## src/rtl/oam_dma.sv

```systemverilog
// Sprite OAM DMA initiator: snoops CPU writes to $4014, halts the CPU and copies
// one 256-byte CPU page into SPRAM through $2004 as read/write pairs.
module oam_dma #(
  parameter int HALT_CYCLES = 1
) (
  input  logic        clk,
  input  logic        rst,
  input  logic [15:0] cpu_addr_in,
  input  logic [7:0]  cpu_data_in,
  input  logic        cpu_write_en_in,
  output logic        cpu_ready,
  output logic        dma_active,
  output logic [15:0] dma_addr,
  output logic [7:0]  dma_data_out,
  output logic        dma_write_en,
  output logic        dma_read_en,
  input  logic [7:0]  dma_data_in,
  output logic        dma_done
);

  typedef enum logic [2:0] {
    S_IDLE,
    S_HALT,
    S_RD,
    S_RDW,
    S_WR,
    S_DONE
  } state_t;

  state_t      state_q;
  logic [7:0]  idx_q;
  logic [7:0]  page_q;
  logic [7:0]  byte_buf_q;
  logic        parity_q;
  logic        align_q;
  logic [2:0]  cnt_q;
  logic        cpu_ready_q;
  logic        dma_active_q;
  logic [15:0] dma_addr_q;
  logic        dma_write_en_q;
  logic        dma_read_en_q;
  logic        dma_done_q;

  logic [2:0]  halt_len;
  logic        trigger;

  // An odd-parity trigger stretches the halt by one cycle to realign with the bus.
  assign halt_len = 3'(HALT_CYCLES) + {2'b00, align_q};
  assign trigger  = cpu_write_en_in && (cpu_addr_in == 16'h4014);

  always_ff @(posedge clk or negedge rst) begin
    if (!rst) begin
      state_q        <= S_IDLE;
      idx_q          <= 8'h00;
      page_q         <= 8'h00;
      byte_buf_q     <= 8'h00;
      parity_q       <= 1'b0;
      align_q        <= 1'b0;
      cnt_q          <= 3'd0;
      cpu_ready_q    <= 1'b1;
      dma_active_q   <= 1'b0;
      dma_addr_q     <= 16'h0000;
      dma_write_en_q <= 1'b0;
      dma_read_en_q  <= 1'b0;
      dma_done_q     <= 1'b0;
    end else begin
      parity_q <= ~parity_q;
      case (state_q)
        S_IDLE: begin
          if (trigger) begin
            page_q      <= cpu_data_in;
            align_q     <= parity_q;
            idx_q       <= 8'h00;
            cnt_q       <= 3'd0;
            cpu_ready_q <= 1'b0;
            state_q     <= S_HALT;
          end
        end
        S_HALT: begin
          if (cnt_q + 3'd1 >= halt_len) begin
            dma_active_q  <= 1'b1;
            dma_addr_q    <= {page_q, idx_q};
            dma_read_en_q <= 1'b1;
            state_q       <= S_RD;
          end else begin
            cnt_q <= cnt_q + 3'd1;
          end
        end
        S_RD: begin
          dma_read_en_q <= 1'b0;
          state_q       <= S_RDW;
        end
        S_RDW: begin
          // Decoder RAM is synchronous: data for the RD address is valid now.
          byte_buf_q     <= dma_data_in;
          dma_addr_q     <= 16'h2004;
          dma_write_en_q <= 1'b1;
          state_q        <= S_WR;
        end
        S_WR: begin
          dma_write_en_q <= 1'b0;
          idx_q          <= idx_q + 8'h01;
          if (idx_q == 8'hFF) begin
            dma_active_q <= 1'b0;
            dma_addr_q   <= 16'h0000;
            cpu_ready_q  <= 1'b1;
            dma_done_q   <= 1'b1;
            state_q      <= S_DONE;
          end else begin
            dma_addr_q    <= {page_q, idx_q + 8'h01};
            dma_read_en_q <= 1'b1;
            state_q       <= S_RD;
          end
        end
        S_DONE: begin
          dma_done_q <= 1'b0;
          state_q    <= S_IDLE;
        end
        default: begin
          state_q <= S_IDLE;
        end
      endcase
    end
  end

  assign cpu_ready    = cpu_ready_q;
  assign dma_active   = dma_active_q;
  assign dma_addr     = dma_addr_q;
  assign dma_data_out = byte_buf_q;
  assign dma_write_en = dma_write_en_q;
  assign dma_read_en  = dma_read_en_q;
  assign dma_done     = dma_done_q;

endmodule

```

## config.mk

```make
export PLATFORM = sky130hd
export DESIGN_NAME = oam_dma
export DESIGN_NICKNAME = d
export VERILOG_FILES = /design/src/rtl/oam_dma.sv
export SDC_FILE = /design/constraint.sdc
export NUM_CORES = 1
export LEC_CHECK = 0
export CORE_ASPECT_RATIO = 1.25
export CORE_MARGIN = 2
export CORE_UTILIZATION = 40
export DETAILED_ROUTE_END_ITERATION = 6
export PLACE_DENSITY = 0.71
export SLEW_MARGIN = 0
export SYNTH_ARGS = -nofsm -noshare
export SYNTH_HDL_FRONTEND = slang
export SYNTH_SLANG_ARGS = --single-unit
```

## constraint.sdc

```tcl
create_clock -name clk -period 2.5 [get_ports clk]
set_clock_uncertainty 0.2 [all_clocks]
set_input_delay 0.5 -clock clk [delete_from_list [all_inputs] [get_ports clk]]
set_output_delay 0.5 -clock clk [all_outputs]
set_load 0.01 [all_outputs]
```

==> Word level (Yosys, flattened, before mapping) <==
Cells that the tools add are included.
{ "op_classes": {"bitwise_logic": 1, "mux": 22, "n_eq_ne": 12, "addsub": 3, "order_cmp": 1, "reduce_logical": 18} }
{ "op_table": {"columns": ["op", "count"], "rows": [
  ["case mux 16 bit (3 select lines)", 1],
  ["two-way mux 16 bit", 2],
  ["equality test 16 x 15 -> 1 bit, second input constant", 1],
  ["case mux 8 bit (2 select lines)", 1],
  ["two-way mux 3 bit", 5],
  ["case mux 3 bit (5 select lines)", 1],
  ["AND reduction 3 bit", 4],
  ["inequality test 2 bit, second input constant", 5],
  ["AND reduction 2 bit", 5],
  ["nonzero test 2 bit", 5],
  ["adder 8 x 1 -> 8 bit, second input constant", 1],
  ["equality test 8 bit, second input constant", 1],
  ["two-way mux 8 bit", 1],
  ["case mux 1 bit (2 select lines)", 4],
  ["equality test 3 x 2 -> 1 bit, second input constant", 2],
  ["equality test 3 bit, second input constant", 2],
  ["case mux 3 bit (2 select lines)", 1],
  ["nonzero test 3 bit", 2],
  ["two-way mux 1 bit", 5],
  ["adder 3 x 1 -> 3 bit, second input constant", 1],
  ["equality test 3 x 1 -> 1 bit, second input constant", 1],
  [">= comparator 3 x 2 -> 1 bit", 1],
  ["zero test 3 bit", 1],
  ["case mux 1 bit (3 select lines)", 1],
  ["other kinds (3)", 3]
]} }
{ "totals": {"regBits": 53, "elab_cells": 70, "output_inout_bits": 29} }

==> Longest topological paths before layout <==
Gate-level depths: netlist of the first run.
{ "logic_depth": {"ltp_word": 4, "mapped_depth": 8, "mapped_depth_nobuf": 7} }

==> Worst setup path before layout of the first run <==
Ideal clock, no wire load.
{ "synth_timing": {"kind": "flip-flop to flip-flop", "startpoint": "register cnt_q[0]", "endpoint": "register dma_addr_q[10], in the netlist dma_addr[10]", "setup_slack_ns": 0.207, "t_required_ns": 2.179, "setup_time_ns": 0.121, "stages_incl_launch_ff": 7, "n_path_buf": 0, "arrival_ns": 1.972, "cell_sequence": "dfrtp_1 ha_1 ha_1 a211oi_1 a2bb2oi_1 nor2_1 a22o_1"} }
{ "synth_between": {"elab_chain_len": 4} }
{ "synth_rtl": {"columns": ["item", "line_no", "rtl"], "rows": [
  ["from (decl)", "36", "logic [2:0] cnt_q;"],
  ["from (signal assigned)", "86", "cnt_q <= cnt_q + 3'd1;"],
  ["adder 3 x 1 -> 3 bit", "80", "if (cnt_q + 3'd1 >= halt_len) begin"],
  [">= comparator 3 x 2 -> 1 bit", "80", null],
  ["inequality test 2 bit (no source line)", null, null],
  ["AND reduction 2 bit (no source line)", null, null],
  ["to (signal assigned)", "82", "dma_addr_q <= {page_q, idx_q};"],
  ["to (signal assigned)", "110", "dma_addr_q <= {page_q, idx_q + 8'h01};"],
  ["to (decl)", "39", "logic [15:0] dma_addr_q;"]
]} }
No other way between the ends.
A chain may end at the register's enable or synchronous reset.

==> Final worst setup path of the first run <==
{ "layout_timing": {"startpoint": "input cpu_addr_in[7]", "endpoint": "register page_q[3]"} }
{ "layout_between": {"elab_chain_len": 3} }
{ "layout_rtl": {"columns": ["item", "line_no", "rtl"], "rows": [
  ["from (decl)", "8", "input logic [15:0] cpu_addr_in,"],
  ["equality test 16 x 15 -> 1 bit", "49", "assign trigger = cpu_write_en_in && (cpu_addr_in == 16'h4014);"],
  ["logical AND 1 bit", "49", null],
  ["AND reduction 2 bit (no source line)", null, null],
  ["to (signal assigned)", "71", "page_q <= cpu_data_in;"],
  ["to (decl)", "32", "logic [7:0] page_q;"]
]} }
No other way between the ends.

==> results of run 1 <==
## worst register-to-register path, delay by kind of cell, from the launching register on
family | cells | cell delay, ns
AOI/OAI and AO/OA | 3 | 0.73
adders and majority gates | 2 | 0.63
DFF | 1 | 0.43
and+or+nand+nor | 1 | 0.15
## synth_stat cells, types with 2 or more instances
master / number
nor2b_1: 2
ha_1: 4
o21ai_1: 3
and3_1: 4
a21o_1: 3
xor2_1: 2
a2bb2oi_1: 2
clkbuf_1: 6
a21oi_1: 8
o21a_1: 3
nor2_1: 16
inv_1: 4
o21ai_0: 6
nand2_1: 28
nand3_1: 14
a22o_1: 7
xnor2_1: 2
nand2b_1: 3
buf_2: 2
o211ai_1: 2
a31oi_1: 7
nor3_1: 3
dfrtp_1: 52
mux2_2: 16
## metal layers
layer  global-route usage  vias to the layer above  routed length, um
met3               0.0391                        7                267
met4               0.0576                        0                 80
met5                    0                        -                  0
met1                0.196                      929               2100
met2                0.276                       58               2630
li1                     -                      932                  -
## repair_timing
action	CTS	global route
hold buffers	1	0
endpoints found under the hold margin	20	0
setup buffers	0	0
## layout make-up
class | instances | area [sq um] | share of cell area
clock inverter | 2 | 38.8 | 0.0118
inverter | 4 | 15.0 | 0.00456
sequential | 53 | 1330 | 0.403
clock buffer | 6 | 72.6 | 0.0220
timing repair buffer | 74 | 736 | 0.223
tap | 66 | 82.6 | 0.0251
multi-input combinational | 152 | 1020 | 0.310
## registers in the layout, summed over array words and instances, names as in the netlist
signal and cells:
dma_read_en 1, dma_data_out 8, page_q 8, parity_q 1, dma_write_en 1, cpu_ready 1
dma_addr 16, cnt_q 3, dma_done 1, align_q 1, state_q 3, dma_active 1
idx_q 8
## logic make-up (layout without fill, tap and decap cells)
| logic type | after synthesis | in the layout | synth area share |
|---|---|---|---|
| buffers and inverters | 14 | 86 | 0.0259 |
| flip-flops | 53 | 53 | 0.550 |
| XOR/XNOR | 4 | 4 | 0.0145 |
| AO/OA/AOI/OAI | 48 | 48 | 0.135 |
| AND/OR/NAND/NOR | 80 | 80 | 0.178 |
| multiplexers | 16 | 16 | 0.0747 |
| adder cells (fa/ha/maj) | 4 | 4 | 0.0207 |
## power groups by stage
stage	Clock, uW	Combinational [uW]	Sequential (uW)
3_3_place_gp	0	1340	1230
3_5_place_dp	0	1360	1240
4_1_cts	600	1370	1220
5_1_grt	631	1490	1250
2_1_floorplan	0	749	1250
6_report	584	1360	1220
## through the flow
| stage | setup TNS [ns] | utilization | total power [uW] | std cells |
|---|---|---|---|---|
| 2_1_floorplan | 0 | - | 2000 | 219 |
| 6_report | 0 | 0.566 | 3160 | 357 |
| 4_1_cts | 0 | 0.566 | 3190 | 357 |
| 3_3_place_gp | -1.06 | 0.545 | 2560 | 348 |
| 5_1_grt | 0 | 0.566 | 3370 | 357 |
| 3_5_place_dp | -1.67 | 0.545 | 2600 | 348 |
## worst paths after layout
kind / cells past startpoint / end / start
max in group asynchronous: 3 / cpu_ready$_DFFE_PN1P_ / rst
max: 6 / page_q[3]$_DFFE_PN0P_ / cpu_addr_in[7]
max reg2reg: 6 / dma_addr[8]$_DFFE_PN0P_ / cnt_q[0]$_DFFE_PN0P_
min reg2reg: 1 / parity_q$_DFF_PN0_ / parity_q$_DFF_PN0_
min: 1 / parity_q$_DFF_PN0_ / parity_q$_DFF_PN0_
min in group asynchronous: 2 / dma_done$_DFFE_PN0P_ / rst
==> results.md, run 1 <==
- The flow ran to the end, and the final reports show no timing, DRC or antenna violations.
- The boundary pin count is 64.
- The leakage component of the power is 0.00149 uW.
- The peak ir drop on the vdd network is 0.368 mV.
- For this run, the detailed router's first-pass iteration total came to 4.
- The remaining routing DRC violations is 0.
- The number of core rows is 31.
- The synthesis-to-finish area growth is 36.6%.
- The overall die height is 90.8 um.
- The placed wire-length estimate after detailed placement is 3710 um.
- The number of pins with negative max-slew slack in the final report is 0.
- The slew at the pin with the worst max-slew slack is 0.581 ns.
- The switching power is 1100 uW.
- Synthesis inferred 53 register bits.
- The fmax is 434 MHz.
- The fraction of post-synthesis cell area in the top cell type by area is 0.539.
- The proportion of power drawn by flip-flops and latches is 0.385.
- The fill cell total of the finished layout is 502.
- When the netlist entered floorplanning its net count stood at 258.
- In this run the number of H-tree levels came out at 2.
- The clock root buffer master is clkbuf_8.
- Dividing the final minimum period by the clock period gives 0.923.
- After detailed routing, the average wire length per cell comes to 14.2 um.
- In the final layout, the share of cells above drive strength 1 is 0.137.
- The kind of cell adding the most delay to the critical path is simple AND/OR/NAND/NOR gates.
- Walking the worst path, the cells encountered are clkdlybuf4s50_1 -> or4b_4 -> nor3b_4 -> nand4_4 -> buf_12 -> mux2_2.
- The aggregate routed wire length is 5080 um.
- Leaving out fill and tap cells, the most frequent cells in the layout are clkdlybuf4s50_1, dfrtp_1, nand2_1, nor2_1, mux2_2.
- Leaving out fill and tap cells, the most frequent cell in the layout is clkdlybuf4s50_1.
- For this run the aggregate overflow at the end of global routing stands at 0.
- The fraction of power spent switching nets is 0.348.
- Setup violations remaining at the end of the flow were counted as 0.
- The worst setup path is launched from a primary input.
- The worst setup path is captured at a flop.
- The worst path setup slack after routing is 0.193 ns.
- The global-route wire length before repair is 8430 um.
- The floorplan step set the die width to 73.5 um.
- The count of nets left with antenna violations after detail routing is 0.
- The initial detailed-routing violation count is 143.
- The largest incremental delay on the critical path is 0.55 ns.
- The critical path arrival is 2.30 ns.
- For the finished layout, the period the worst path requires is 2.31 ns.
- The share of the Yosys chip area taken by registers is 0.550.
- The congestion estimate from routability-driven global placement came to 0.785.
- The overall fraction of global-route tracks in use is 0.162.
- In this run the cell area of the synthesized design comes to 0.00241 sq mm.
- The worst-case clock buffer depth is 2.
- The category of the most critical setup path is in -> reg.
- The synthesized design contains 0 enable-type register cells.
- After detailed routing, the number of vias per cell comes to 5.39.
- After clock tree synthesis, the repair step resized 0 gates.
- The pre-CTS setup slack is -0.142 ns.
- The critical path contains buffers and inverters numbering 2 combined.
- The number of antenna violations at the first check in global routing came to 0.
- The via count of the routed design is 1926.
- In the post-synthesis netlist, the biggest area contributors are dfrtp_1, mux2_2, nand2_1.
- The count of antenna diodes in the layout is 0.
- The synthesized netlist contains 44 unique library cells.
- For this run, the leading register cell type out of synthesis is dfrtp_1.
- Dividing the synthesized area by the synthesized cell count gives 11.0 sq um.
- The internal cell power is 2060 uW.
- Hold timing on the final database bottoms out at a slack of 0.211 ns.
- The die outline area is 0.00667 sq mm.
- The power per unit of standard cell area is 959 mW/mm^2.
- The port buffer count is 63.
- The max-cap violation count is 0.
- The placed instance area is 0.00317 sq mm.
- After the last flow step, the layout net total stands at 329.
- The worst hold path belongs to the class reg -> reg.
- Entering global routing, the biggest net connects 34 pins.
- Setup repair after global routing left no endpoint under its margin.
- During synthesis, Yosys emitted a total of 0 warnings.
- The setup check on the worst reg-to-reg path leaves a slack of 0.25 ns.
- Clock-pin slew was measured on the worst setup and hold paths at 0.09 ns.
- The number of buffers inserted during clock tree synthesis is 5.
- The initial utilization of the core area, before any placement, comes to 0.415.
- Counting every sink on the clock net gives 53.
- In this run the tightest slew margin relative to its limit is 0.612.
- dfrtp_1 takes more of the synthesized area than any other cell.
- The via count of the first global-routing pass was 1794.
- The standard cell core area is 0.00582 sq mm.
- The highest net fanout along the worst path is 19.
- The final number of hold-violating endpoints is 0.
- The cell count after synthesis came out at 219.
- The source-to-sink clock delay at the later pin of the worst-skew pair is 0.31 ns.
- Data on the critical path is required at its endpoint by 2.50 ns.
- The cell type of the slowest stage on the worst timing path is or4b_4.
- Of all flip-flops after synthesis, the portion carrying an async set or reset was 1.00.
- The area of all placed cells without fillers is 0.00329 sq mm.
- TritonCTS built the clock tree.
- Of the total power, combinational logic draws 0.430.
- The share of total power dissipated in the clock network is 0.185.
Note: power is estimated with default switching activity, not from simulation.
==> run 2, diff against run 1 <==
--- a/config.mk
+++ b/config.mk
@@ -5,11 +5,13 @@
 export SDC_FILE = /design/constraint.sdc
 export NUM_CORES = 1
 export LEC_CHECK = 0
+export ABC_AREA = 0
+export CAP_MARGIN = 20
 export CORE_ASPECT_RATIO = 1.25
 export CORE_MARGIN = 2
-export CORE_UTILIZATION = 40
+export CORE_UTILIZATION = 43
 export DETAILED_ROUTE_END_ITERATION = 6
-export PLACE_DENSITY = 0.71
+export PLACE_DENSITY = 0.75
 export SLEW_MARGIN = 0
 export SYNTH_ARGS = -nofsm -noshare
 export SYNTH_HDL_FRONTEND = slang
==> run 2 against run 1 <==
Sequential share of layout area is 0.43 points higher. Via count is 0.26% higher. Cell area is 1.1% lower. Fmax is 0.27% higher. Total power is 3.1% lower. Non-clock buffer count is 1 lower. Worst hold slack worse by 0.0045 ns. Sequential cell count stayed put. Critical endpoint is now page_q[6]$_DFFE_PN0P_. Largest cell class unchanged. Largest power group unchanged.
==> results.md, run 2 (synthesis gave the netlist of run 1 again) <==
- The flow ran to the end, and the final reports show no timing, DRC or antenna violations.
- The share of post-route cells with drive strength above 1 is 0.134.
- Leaving out fill and tap cells, the most frequent cell in the layout is clkdlybuf4s50_1.
- The critical path contains buffers and inverters numbering 2 combined.
- The total overflow left after global routing is 0.
- The category of the most critical setup path is in -> reg.
- The die covers 0.00623 sq mm.
- Of the available clock period, the critical path in the final layout requires 0.920.
- The port buffer count is 63.
- After detailed routing, the total wire length is 5410 um.
- The startpoint of the most critical setup path is cpu_addr_in[7].
- The H-tree was split into 2 levels.
- The count of endpoints failing setup in the final report is 0.
- The slew at the pin with the worst max-slew slack is 0.595 ns.
- The highest net fanout along the worst path is 19.
- Setup repair after global routing left no endpoint under its margin.
- The critical path endpoint category is a flop.
- STA classifies the critical path startpoint as a primary input.
- Dividing total power by cell area gives a power density of 939 mW/mm^2.
- The clock transition at the registers of the reported paths is 0.09 ns.
- The HPWL after detailed placement is 4040 um.
- The max-cap violation count is 0.
- The post-layout minimum cycle time is 2.30 ns.
- Measured against its own limit, the worst slew margin works out to 0.602.
- Dividing the detail-routed wire length by the instance count gives 15.3 um.
- After the first detailed-routing iteration, the DRC count stood at 188.
- VDD sags by at most 0.395 mV.
- The via count of the first global-routing pass is 1975.
- TritonCTS built the clock tree.
- The worst-case clock buffer depth is 2.
- The largest incremental delay on the critical path is 0.55 ns.
- The switching power is 1110 uW.
- The number of nets in the finished design is 328.
- The launch point of the worst hold path is parity_q$_DFF_PN0_.
- The fraction of power spent switching nets is 0.364.
- The portion of total power attributed to combinational logic is 0.444.
- At the placement stage, the worst setup path has a slack of -0.138 ns.
- The final number of hold-violating endpoints is 0.
- The horizontal die dimension is 71.0 um.
- From synthesis to final layout, the design area changed by 35.1%.
- The internal cell power is 1950 uW.
- The final setup TNS is 0 ns.
- The number of buffers inserted during clock tree synthesis is 5.
- The starting density of the core is 0.446.
- The floorplan step defined a core boundary enclosing 0.00541 sq mm.
- The critical path goes through clkdlybuf4s50_1 -> or4b_4 -> nor3b_4 -> nand4_4 -> buf_12 -> mux2_2.
- The largest individual stage delay along the critical path comes from the cell or4b_4.
- The remaining routing DRC violations is 0.
- For this run, the share of the core covered by cells in the final layout is 0.603.
- The count of nets left with antenna violations after detail routing is 0.
- Entering global routing, the biggest net connects 32 pins.
- The number of antenna violations at the first check in global routing is 0.
- After clock tree synthesis, the setup repair step added 0 buffers.
- Based on the critical path, the design can be clocked at up to 435 MHz.
- The count of antenna diodes in the layout is 0.
- The critical path arrival is 2.30 ns.
- The tightest hold path in the finished design has a slack of 0.206 ns.
- The last weighted congestion value of the routability-driven placer is 0.839.
- In this run the count of I/O pins placed on the die edge is 64.
- The number of core rows is 30.
- In this run the worst hold path is classified as reg -> reg.
- The top cell types in the final layout, fill and taps aside, are clkdlybuf4s50_1, dfrtp_1, nand2_1, nor2_1, mux2_2.
- The die is 87.7 um tall.
- The global-route wire length before repair is 9010 um.
- The final route contains 1931 vias.
- For this run, the detailed router's first-pass iteration total came to 4.
- After detailed routing, the number of vias per cell comes to 5.45.
- The register with the most flip-flops in the layout has 16 of them.
- Across every metal layer, demand over resource in global routing totals 0.187.
- The share of total power dissipated in sequential elements is 0.399.
- Of the total power, the clock network draws 0.158.
- For the worst setup path, the data required time is 2.50 ns.
- The startpoint identified for the worst register-to-register timing path is cnt_q[0]$_DFFE_PN0P_.
- The leakage component of the power is 0.00147 uW.
- In this run the cell area measured after placement is 0.00316 sq mm.
- The number of clock sinks seen by CTS is 53.
- The kind of cell adding the most delay to the critical path is simple AND/OR/NAND/NOR gates.
- CTS placed an instance of clkbuf_8 at the clock tree root.
- The worst path setup slack after routing is 0.199 ns.
- After routing the design area is 0.00326 sq mm.
- The number of pins with negative max-slew slack in the final report is 0.
- At the later pin of the worst-skew pair, clock insertion delay measures 0.31 ns.
## run 2: cell count changes in the layout (fill, tap and decap cells not counted), sizes merged
cell    change
buf         -1
bufinv      -1
inv         +1
## run 2: power groups by stage
stage	Combinational, uW	Clock (uW)	Sequential, uW
after CTS	1370	500	1220
after global placement	1330	0	1230
after floorplan	749	0	1250
after global routing	1510	538	1250
after detailed placement	1360	0	1240
final	1360	482	1220
## run 2: area by class of cell
| class | instances | area [sq um] |
|---|---|---|
| timing repair buffer | 73 | 728 |
| inverter | 4 | 15.0 |
| sequential | 53 | 1330 |
| multi-input combinational | 152 | 1020 |
| tap | 64 | 80.1 |
| clock buffer | 6 | 72.6 |
| fill | 468 | 2150 |
| clock inverter | 2 | 13.8 |
## run 2: worst paths after layout
kind	endpoint	slack, ns	depth (start not counted)
setup reg to reg	dma_addr[12]$_DFFE_PN0P_	0.23	6
setup / recovery	page_q[6]$_DFFE_PN0P_	0.20	6
hold reg to reg	parity_q$_DFF_PN0_	0.21	1
min in group asynchronous	dma_done$_DFFE_PN0P_	0.51	2
max in group asynchronous	dma_data_out[5]$_DFFE_PN0P_	1.02	3
hold / removal	parity_q$_DFF_PN0_	0.21	1
## run 2: timing repair
item,4_1_cts,5_1_grt
endpoints found under the hold margin,21,0
gates resized for setup,0,0
hold buffers,1,0
## run 2: layer usage
| layer | up-vias | routed length [um] | track usage |
|---|---|---|---|
| li1 | 924 | - | - |
| met1 | 943 | 2110 | 0.215 |
| met2 | 56 | 2970 | 0.347 |
| met3 | 8 | 203 | 0.0242 |
| met4 | 0 | 125 | 0.0840 |
| met5 | - | 0 | 0 |
## run 2: stage by stage
step	total power, uW	instances
after global placement	2560	345
after global routing	3290	354
after floorplan	2000	219
after detailed placement	2600	345
after CTS	3090	354
final	3060	354
